[config.mk]
export PLATFORM = sky130hd
export DESIGN_NAME = red_pitaya_pll_drp
export DESIGN_NICKNAME = d
export VERILOG_FILES = /design/src/rtl/red_pitaya_pll_drp.sv
export SDC_FILE = /design/constraint.sdc
export NUM_CORES = 1
export LEC_CHECK = 0
export ABC_CLOCK_PERIOD_IN_PS = 2100
export BUFFER_PORTS_ARGS = -buffer_cell sky130_fd_sc_hd__buf_2
export CAP_MARGIN = 20
export CORE_MARGIN = 5
export CORE_UTILIZATION = 45
export CTS_BUF_LIST = sky130_fd_sc_hd__clkbuf_8
export DETAILED_ROUTE_END_ITERATION = 6
export GPL_TIMING_DRIVEN = 0
export PLACE_DENSITY = 0.71
export SYNTH_ARGS = -nofsm -noshare
export SYNTH_HDL_FRONTEND = slang
export SYNTH_SLANG_ARGS = --single-unit
[constraint.sdc]
create_clock -name clk -period 2.1 [get_ports clk]
set_input_delay 0.105 -clock clk [delete_from_list [all_inputs] [get_ports clk]]
set_output_delay 0.105 -clock clk [all_outputs]
set_load 0.005 [all_outputs]
[src/rtl/red_pitaya_pll_drp.sv]
`timescale 1ns/1ps
`default_nettype none
// ============================================================================
//  Module      : red_pitaya_pll_drp
//  Description : Sequences read-modify-write accesses on a PLL dynamic
//                reconfiguration port while holding the PLL in reset, then
//                releases reset and waits for the (synchronised) lock.
//  Revision    : 1.0 - initial release
// ============================================================================
module red_pitaya_pll_drp #(
    parameter int RST_HOLD     = 4,
    parameter int DRDY_TIMEOUT = 64,
    parameter int LOCK_TIMEOUT = 65535
) (
    input  logic        clk,
    input  logic        rst,
    input  logic        cmd_valid,
    output logic        cmd_ready,
    input  logic [6:0]  cmd_addr,
    input  logic [15:0] cmd_data,
    input  logic [15:0] cmd_mask,
    input  logic        cmd_last,
    output logic [6:0]  drp_daddr,
    output logic        drp_den,
    output logic        drp_dwe,
    output logic [15:0] drp_di,
    input  logic [15:0] drp_do,
    input  logic        drp_drdy,
    output logic        pll_rst,
    input  logic        pll_locked,
    output logic        busy,
    output logic        done,
    output logic        err,
    output logic [1:0]  err_code
);

    localparam int C_MAX_A = (RST_HOLD > DRDY_TIMEOUT) ? RST_HOLD : DRDY_TIMEOUT;
    localparam int C_MAX   = (C_MAX_A > LOCK_TIMEOUT) ? C_MAX_A : LOCK_TIMEOUT;
    localparam int CNT_W   = $clog2(C_MAX + 1);

    localparam logic [CNT_W-1:0] C_HOLD_LAST = CNT_W'(RST_HOLD - 1);
    localparam logic [CNT_W-1:0] C_DRDY_LAST = CNT_W'(DRDY_TIMEOUT - 1);
    localparam logic [CNT_W-1:0] C_LOCK_LAST = CNT_W'(LOCK_TIMEOUT - 1);

    typedef enum logic [3:0] {
        IDLE      = 4'd0,
        HOLD      = 4'd1,
        RD_REQ    = 4'd2,
        RD_WAIT   = 4'd3,
        WR_REQ    = 4'd4,
        WR_WAIT   = 4'd5,
        NEXT      = 4'd6,
        LOCK_WAIT = 4'd7,
        FINISH    = 4'd8
    } state_t;

    state_t            r_state;
    state_t            w_state_nxt;
    logic              r_sync1;
    logic              r_lock_s;
    logic [CNT_W-1:0]  r_cnt;
    logic [6:0]        r_addr;
    logic [15:0]       r_data;
    logic [15:0]       r_mask;
    logic [15:0]       r_rdata;
    logic              r_last;
    logic              r_err;
    logic [1:0]        r_err_code;
    logic              w_accept;
    logic              w_set_err;
    logic [1:0]        w_set_code;
    logic              w_counting;

    assign w_accept   = cmd_valid && cmd_ready;
    assign w_counting = (r_state == HOLD) || (r_state == RD_WAIT) ||
                        (r_state == WR_WAIT) || (r_state == LOCK_WAIT);

    // Two-flop synchroniser for the asynchronous lock indication
    always_ff @(posedge clk or posedge rst) begin
        if (rst) begin
            r_sync1  <= 1'b0;
            r_lock_s <= 1'b0;
        end else begin
            r_sync1  <= pll_locked;
            r_lock_s <= r_sync1;
        end
    end

    // State register
    always_ff @(posedge clk or posedge rst) begin
        if (rst) r_state <= IDLE;
        else     r_state <= w_state_nxt;
    end

    // Next-state logic; an event always takes priority over its timeout
    always_comb begin
        w_state_nxt = r_state;
        w_set_err   = 1'b0;
        w_set_code  = 2'b00;
        case (r_state)
            IDLE:      if (cmd_valid) w_state_nxt = HOLD;
            HOLD:      if (r_cnt == C_HOLD_LAST) w_state_nxt = RD_REQ;
            RD_REQ:    w_state_nxt = RD_WAIT;
            RD_WAIT: begin
                if (drp_drdy) begin
                    w_state_nxt = WR_REQ;
                end else if (r_cnt == C_DRDY_LAST) begin
                    w_state_nxt = FINISH;
                    w_set_err   = 1'b1;
                    w_set_code  = 2'b01;
                end
            end
            WR_REQ:    w_state_nxt = WR_WAIT;
            WR_WAIT: begin
                if (drp_drdy) begin
                    w_state_nxt = r_last ? LOCK_WAIT : NEXT;
                end else if (r_cnt == C_DRDY_LAST) begin
                    w_state_nxt = FINISH;
                    w_set_err   = 1'b1;
                    w_set_code  = 2'b10;
                end
            end
            NEXT:      if (cmd_valid) w_state_nxt = RD_REQ;
            LOCK_WAIT: begin
                if (r_lock_s) begin
                    w_state_nxt = FINISH;
                end else if (r_cnt == C_LOCK_LAST) begin
                    w_state_nxt = FINISH;
                    w_set_err   = 1'b1;
                    w_set_code  = 2'b11;
                end
            end
            FINISH:    w_state_nxt = IDLE;
            default:   w_state_nxt = IDLE;
        endcase
    end

    // Wait counter restarts on every state change
    always_ff @(posedge clk or posedge rst) begin
        if (rst)                        r_cnt <= '0;
        else if (w_state_nxt != r_state) r_cnt <= '0;
        else if (w_counting)            r_cnt <= r_cnt + 1'b1;
    end

    // Command latch, read-data capture and sticky error status
    always_ff @(posedge clk or posedge rst) begin
        if (rst) begin
            r_addr     <= '0;
            r_data     <= '0;
            r_mask     <= '0;
            r_last     <= 1'b0;
            r_rdata    <= '0;
            r_err      <= 1'b0;
            r_err_code <= 2'b00;
        end else begin
            if (w_accept) begin
                r_addr <= cmd_addr;
                r_data <= cmd_data;
                r_mask <= cmd_mask;
                r_last <= cmd_last;
            end
            if ((r_state == RD_WAIT) && drp_drdy) r_rdata <= drp_do;
            if (w_accept && (r_state == IDLE)) begin
                r_err      <= 1'b0;
                r_err_code <= 2'b00;
            end else if (w_set_err) begin
                r_err      <= 1'b1;
                r_err_code <= w_set_code;
            end
        end
    end

    // Outputs decoded from state; reset forces IDLE so everything reads 0
    always_comb begin
        cmd_ready = ((r_state == IDLE) || (r_state == NEXT)) && !rst;
        busy      = (r_state != IDLE);
        done      = (r_state == FINISH);
        pll_rst   = (r_state == HOLD) || (r_state == RD_REQ) || (r_state == RD_WAIT) ||
                    (r_state == WR_REQ) || (r_state == WR_WAIT) || (r_state == NEXT);
        drp_den   = (r_state == RD_REQ) || (r_state == WR_REQ);
        drp_dwe   = (r_state == WR_REQ);
        drp_daddr = drp_den ? r_addr : 7'd0;
        drp_di    = (r_state == WR_REQ) ? ((r_rdata & r_mask) | (r_data & ~r_mask)) : 16'd0;
        err       = r_err;
        err_code  = r_err_code;
    end

endmodule
`default_nettype wire

## Word-level counts from Yosys, hierarchy flattened

Index checks and enable logic that the tools add are counted.

- Flip-flop bits (word level): 81
- Bits of input ports: 61
- Output and inout bits: 32
- Logic and storage cells: 78

- $add $sub $neg: 1
- Equality and inequality tests: 12
- Muxes and demuxes: 30
- Bitwise gates (word level): 4
- Reductions and logical operators: 20

Operator list:

| operator | count |
|---|---|
| 16-bit 2-to-1 mux | 3 |
| 16-bit bitwise AND | 2 |
| 4-bit 2-to-1 mux | 8 |
| 4-bit one-hot mux with 8 select lines | 1 |
| 16-bit by 1-bit adder with 16-bit output, second input constant | 1 |
| 16-bit == test, second input constant | 1 |
| 16-bit by 2-bit == test with 1-bit output, second input constant | 1 |
| 16-bit by 6-bit == test with 1-bit output, second input constant | 1 |
| 4-bit by 3-bit == test with 1-bit output, second input constant | 4 |
| 16-bit inverter | 1 |
| 16-bit bitwise OR | 1 |
| 2-bit 2-to-1 mux | 6 |
| 1-bit logical OR | 10 |
| 1-bit 2-to-1 mux | 9 |
| 4-bit by 2-bit == test with 1-bit output, second input constant | 2 |
| 7-bit 2-to-1 mux | 1 |
| 2-bit one-hot mux with 3 select lines | 1 |
| 4-bit by 1-bit == test with 1-bit output, second input constant | 1 |
| 4-bit == test, second input constant | 1 |
| 1-bit logical AND | 4 |
| 4-bit logical NOT | 1 |
| 4-bit inequality test | 1 |
| 2-bit nonzero test | 2 |
| 4-bit nonzero test | 1 |
| 3 further kinds | 3 |

## Depth between registers and ports, before layout

- Depth in word-level cells: 6
- Gate-level depth with buffers: 9
- Depth with buffers taken out: 9

## Worst setup path after synthesis

No wires, ideal clock.

- Kind: register to register
- Start point: register r_cnt[0]
- End point: register r_cnt[3]
- Library setup time: 82 ps
- Arrival: 2,096 ps
- Required time: 2,018 ps
- Slack: -78 ps
- Stages on the path, launching flop included: 9
- Path buffers: 2
- Clock period less this slack: 2,178 ps
- Cells stage by stage: dfrtp_1 ha_1 nor4b_2 and4_1 buf_6 a221o_1 a211o_2 buf_6 a31oi_1

- Cells in the longest elaborated chain, start to end: 6
- Elaborated cells between the ends (all ways): 15
- Classes of those cells: add/sub (1); eq/ne (4); mux (9); reduce/logical (1)

Ends and longest elaborated chain:

| element | line | RTL |
|---|---|---|
| start: declaration | 61 | `logic [CNT_W-1:0] r_cnt;` |
| start signal: assignment | 142 | `else if (w_counting) r_cnt <= r_cnt + 1'b1;` |
| 16-bit == test / 16-bit by 6-bit == test with 1-bit output (equally long branches) | 127, 107, 117 |  |
| 4-bit 2-to-1 mux, on equally long branches | 127, 107, 117 |  |
| 4-bit 2-to-1 mux, on equally long branches | 125, 105, 115 |  |
| 4-bit one-hot mux with 8 select lines | 100 | `case (r_state)` |
| 4-bit inequality test | 141 | `else if (w_state_nxt != r_state) r_cnt <= '0;` |
| 16-bit 2-to-1 mux / 2-bit nonzero test (equally long branches) | -- |  |

Several ways; a longest one is shown, not always the timed one. The select of a mux whose other input is x is not followed.
A chain may end at the register's enable or synchronous reset.

## Final worst setup path

- Start point: register r_cnt[0]
- End point: register r_cnt[15]

The elaborated chain is that of the path after synthesis.

==> flow_metrics.env <==
export IMPL_synth_top_area_frac=0.493
export IMPL_io_buffers=91
export IMPL_synth_most_common_cell="dfrtp_1"
export IMPL_cts_buffer_depth=2
export IMPL_design_die_area_mm2=0.0111
export IMPL_layout_setup_ws_ns=-0.197
export IMPL_r2r_slack_ns=-0.20
export IMPL_routed_wl_um=11600
export IMPL_via_per_inst=5.58
export IMPL_pwr_share_comb=0.475
export IMPL_slew_viol_final=0
export IMPL_setup_tns_ns=-2.41
export IMPL_yosysUniqueCellTypes=50
export IMPL_syn_inst=357
export IMPL_dpl_hpwl_um=7210
export IMPL_drtIter0Drc=158
export IMPL_p_sw_mw=2.55
export IMPL_vias=3614
export IMPL_endpoint_kind="register"
export IMPL_status="finished with violations"
export IMPL_violations="negative setup slack"
export IMPL_ys_seq_area_frac=0.493
export IMPL_rsz0062_at_grt="yes"
export IMPL_route_met2_wl_um=6030
export IMPL_worstPathMaxFanout=6
export IMPL_start_util=0.467
export IMPL_track_usage=0.210
export IMPL_hold_viol=0
export IMPL_top_layer_used="met4"
export IMPL_clock_root_buffer="clkbuf_8"
export IMPL_grt_pass1_wl_um=18700
export IMPL_path_class="register to register"
export IMPL_ant_nets=0
export IMPL_syn_nets=420
export IMPL_power_leakage_nw=2.71
export IMPL_clock_latency_ns=0.35
export IMPL_syn_avg_cell_area_um2=11.5
export IMPL_grt_pass1_vias=3828
export IMPL_placementRows=34
export IMPL_fin_nets=598
export IMPL_m1WireLength_um=4510
export IMPL_drc=0
export IMPL_p_sw_frac=0.366
export IMPL_die_h_um=106
export IMPL_wl_met3_um=792
export IMPL_finalSetupViolCount=16
export IMPL_syn_area_mm2=0.00411
export IMPL_antenna_found_initial=0
export IMPL_internal_power_mw=4.41
export IMPL_syn2layout_area_growth_pct=43.6
export IMPL_wire_per_inst_um=17.9
export IMPL_yosys_area_top_type="dfrtp_1"
export IMPL_layout_drive_gt1_share=0.446
export IMPL_period_needed_ns=2.30
export IMPL_relSlewSlack=0.385
export IMPL_peakVddDrop_v=0.000571
export IMPL_fmax_mhz=435
export IMPL_maxCapViolCount=0
export IMPL_ys_ff_latch=81
export IMPL_gp_congestion=0.899
export IMPL_io_pin_count=93
export IMPL_tightest_slew_ns=0.921
export IMPL_synth_ff_type="dfrtp_1"
export IMPL_holdCritPathClass="primary input to register"
export IMPL_hold_ws_ns=0.0151
export IMPL_yosysWarnings=0
export IMPL_firstDrtPassIters=5
export IMPL_fin_worst_skew_ns=0.0183
export IMPL_n_antenna_cell=0
export IMPL_clock_sinks=81
export IMPL_synthTopCellsByCount="dfrtp_1 (81), mux2_2 (56), nor2_1 (28)"
export IMPL_critical_path_required_ns=2.36
export IMPL_grt_max_degree=43
export IMPL_pre_cts_slack_ns=-0.460
export IMPL_core_mm2=0.00881
export IMPL_period_share=1.09
export IMPL_clk_pin_slew_worst_paths_ns=0.09
export IMPL_die_x_um=106
export IMPL_cts_tree="yes"
export IMPL_cts_htree_levels=3
export IMPL_p_seq_frac=0.361
export IMPL_overflow=0
export IMPL_clkPwrFrac=0.164
export IMPL_yosys_top_cells_area="dfrtp_1 (49%), mux2_2 (15%), mux2i_1 (3.9%)"
export IMPL_synthArstFlopShare=1.00
export IMPL_synth_edff_count=0
export IMPL_cts_buffers=9
export IMPL_startpoint_type="register"
export IMPL_worstPathArrival_ns=2.56
export IMPL_power_density_mw_per_mm2=1180
[placed cells by master (no fill, tap or decap), types with 3 or more instances in the layout]
cell / instances
buf_6: 6
nor3_1: 8
nand3_1: 16
clkinvlp_4: 4
or3_1: 5
nand2_1: 19
clkbuf_8: 9
nor4_4: 4
clkbuf_2: 6
inv_1: 7
buf_4: 14
buf_12: 3
mux2i_1: 16
nand4_1: 9
mux2_2: 56
buf_2: 95
clkbuf_1: 5
a31oi_1: 8
and3_1: 11
dfrtp_1: 80
nand4b_1: 3
a21oi_1: 5
nor2_1: 26
xor2_1: 4
a211oi_2: 5
dlygate4sd3_1: 56
[stage by stage]
step | total power [mW] | instance area (um^2) | util | std cells
2_1_floorplan | 4.23 | 4130 | - | 357
3_3_place_gp | 4.77 | 4720 | 0.536 | 556
3_5_place_dp | 4.88 | 4740 | 0.539 | 557
4_1_cts | 6.61 | 5740 | 0.652 | 643
5_1_grt | 7.35 | 5900 | 0.670 | 648
6_report | 6.96 | 5900 | 0.670 | 648
[logic make-up after synthesis]
family	share of synthesized area
XOR/XNOR	0.0149
multiplexers	0.192
AO/OA/AOI/OAI	0.0783
adder cells (fa/ha/maj)	0.00609
flip-flops	0.493
AND/OR/NAND/NOR	0.181
buffers and inverters	0.0344
[path summary, 6_finish.rpt]
path	from	to	cells past startpoint
hold / removal	cmd_mask[9]	r_mask[9]	2
hold reg to reg	r_sync1	r_lock_s	0
min in group asynchronous	rst	r_cnt[5]	3
max in group asynchronous	rst	r_cnt[6]	4
setup / recovery	r_cnt[0]	r_cnt[15]	10
setup reg to reg	r_cnt[0]	r_cnt[15]	10
[layer usage]
metal / global-route usage / up-vias
li1: - / 1663
met1: 0.246 / 1776
met2: 0.377 / 152
met3: 0.0532 / 23
met4: 0.0675 / 0
met5: 0 / -
[flip-flops by register name, indices dropped and copies added, names as in the netlist, 2 cells and up]
register,cells
err_code,2
r_addr,7
r_cnt,16
r_data,16
r_mask,16
r_rdata,16
r_state,4
[area by class of cell]
| class | instances | area, um^2 |
|---|---|---|
| inverters | 8 | 33.8 |
| clock buffers | 9 | 124 |
| plain buffers | 20 | 125 |
| fillers | 649 | 2900 |
| repair buffers | 168 | 1240 |
| well taps | 108 | 135 |
| clock inverters | 7 | 70.1 |
| multi-input cells | 247 | 2140 |
| flip-flops and latches | 81 | 2030 |
[power by group through the flow]
stage / sequential (mW) / combinational, mW / clock (mW)
after global routing: 2.57 / 3.55 / 1.23
after floorplan: 2.41 / 1.82 / 0
final: 2.51 / 3.31 / 1.14
after CTS: 2.48 / 2.97 / 1.16
after global placement: 2.48 / 2.29 / 0
after detailed placement: 2.52 / 2.37 / 0
[worst max-delay path: stages (launching register included)]
cell and delay [ns]:
dfrtp_1 0.40, ha_2 0.21, nor4b_4 0.22, and4_1 0.26, buf_6 0.13, o2111ai_4 0.16, nor3_4 0.26, buf_6 0.14
buf_6 0.12, nand2_8 0.07, a211oi_4 0.23
[repair_timing]
item,4_1_cts,5_1_grt
endpoints found under the setup margin,79,84
buffers inserted,15,4
hold buffers,55,1
hold endpoints to repair,75,1
cloned,1,0
pin swaps,14,12
gates resized for setup,22,32
No activity file was read; power rests on OpenSTA's default activity.
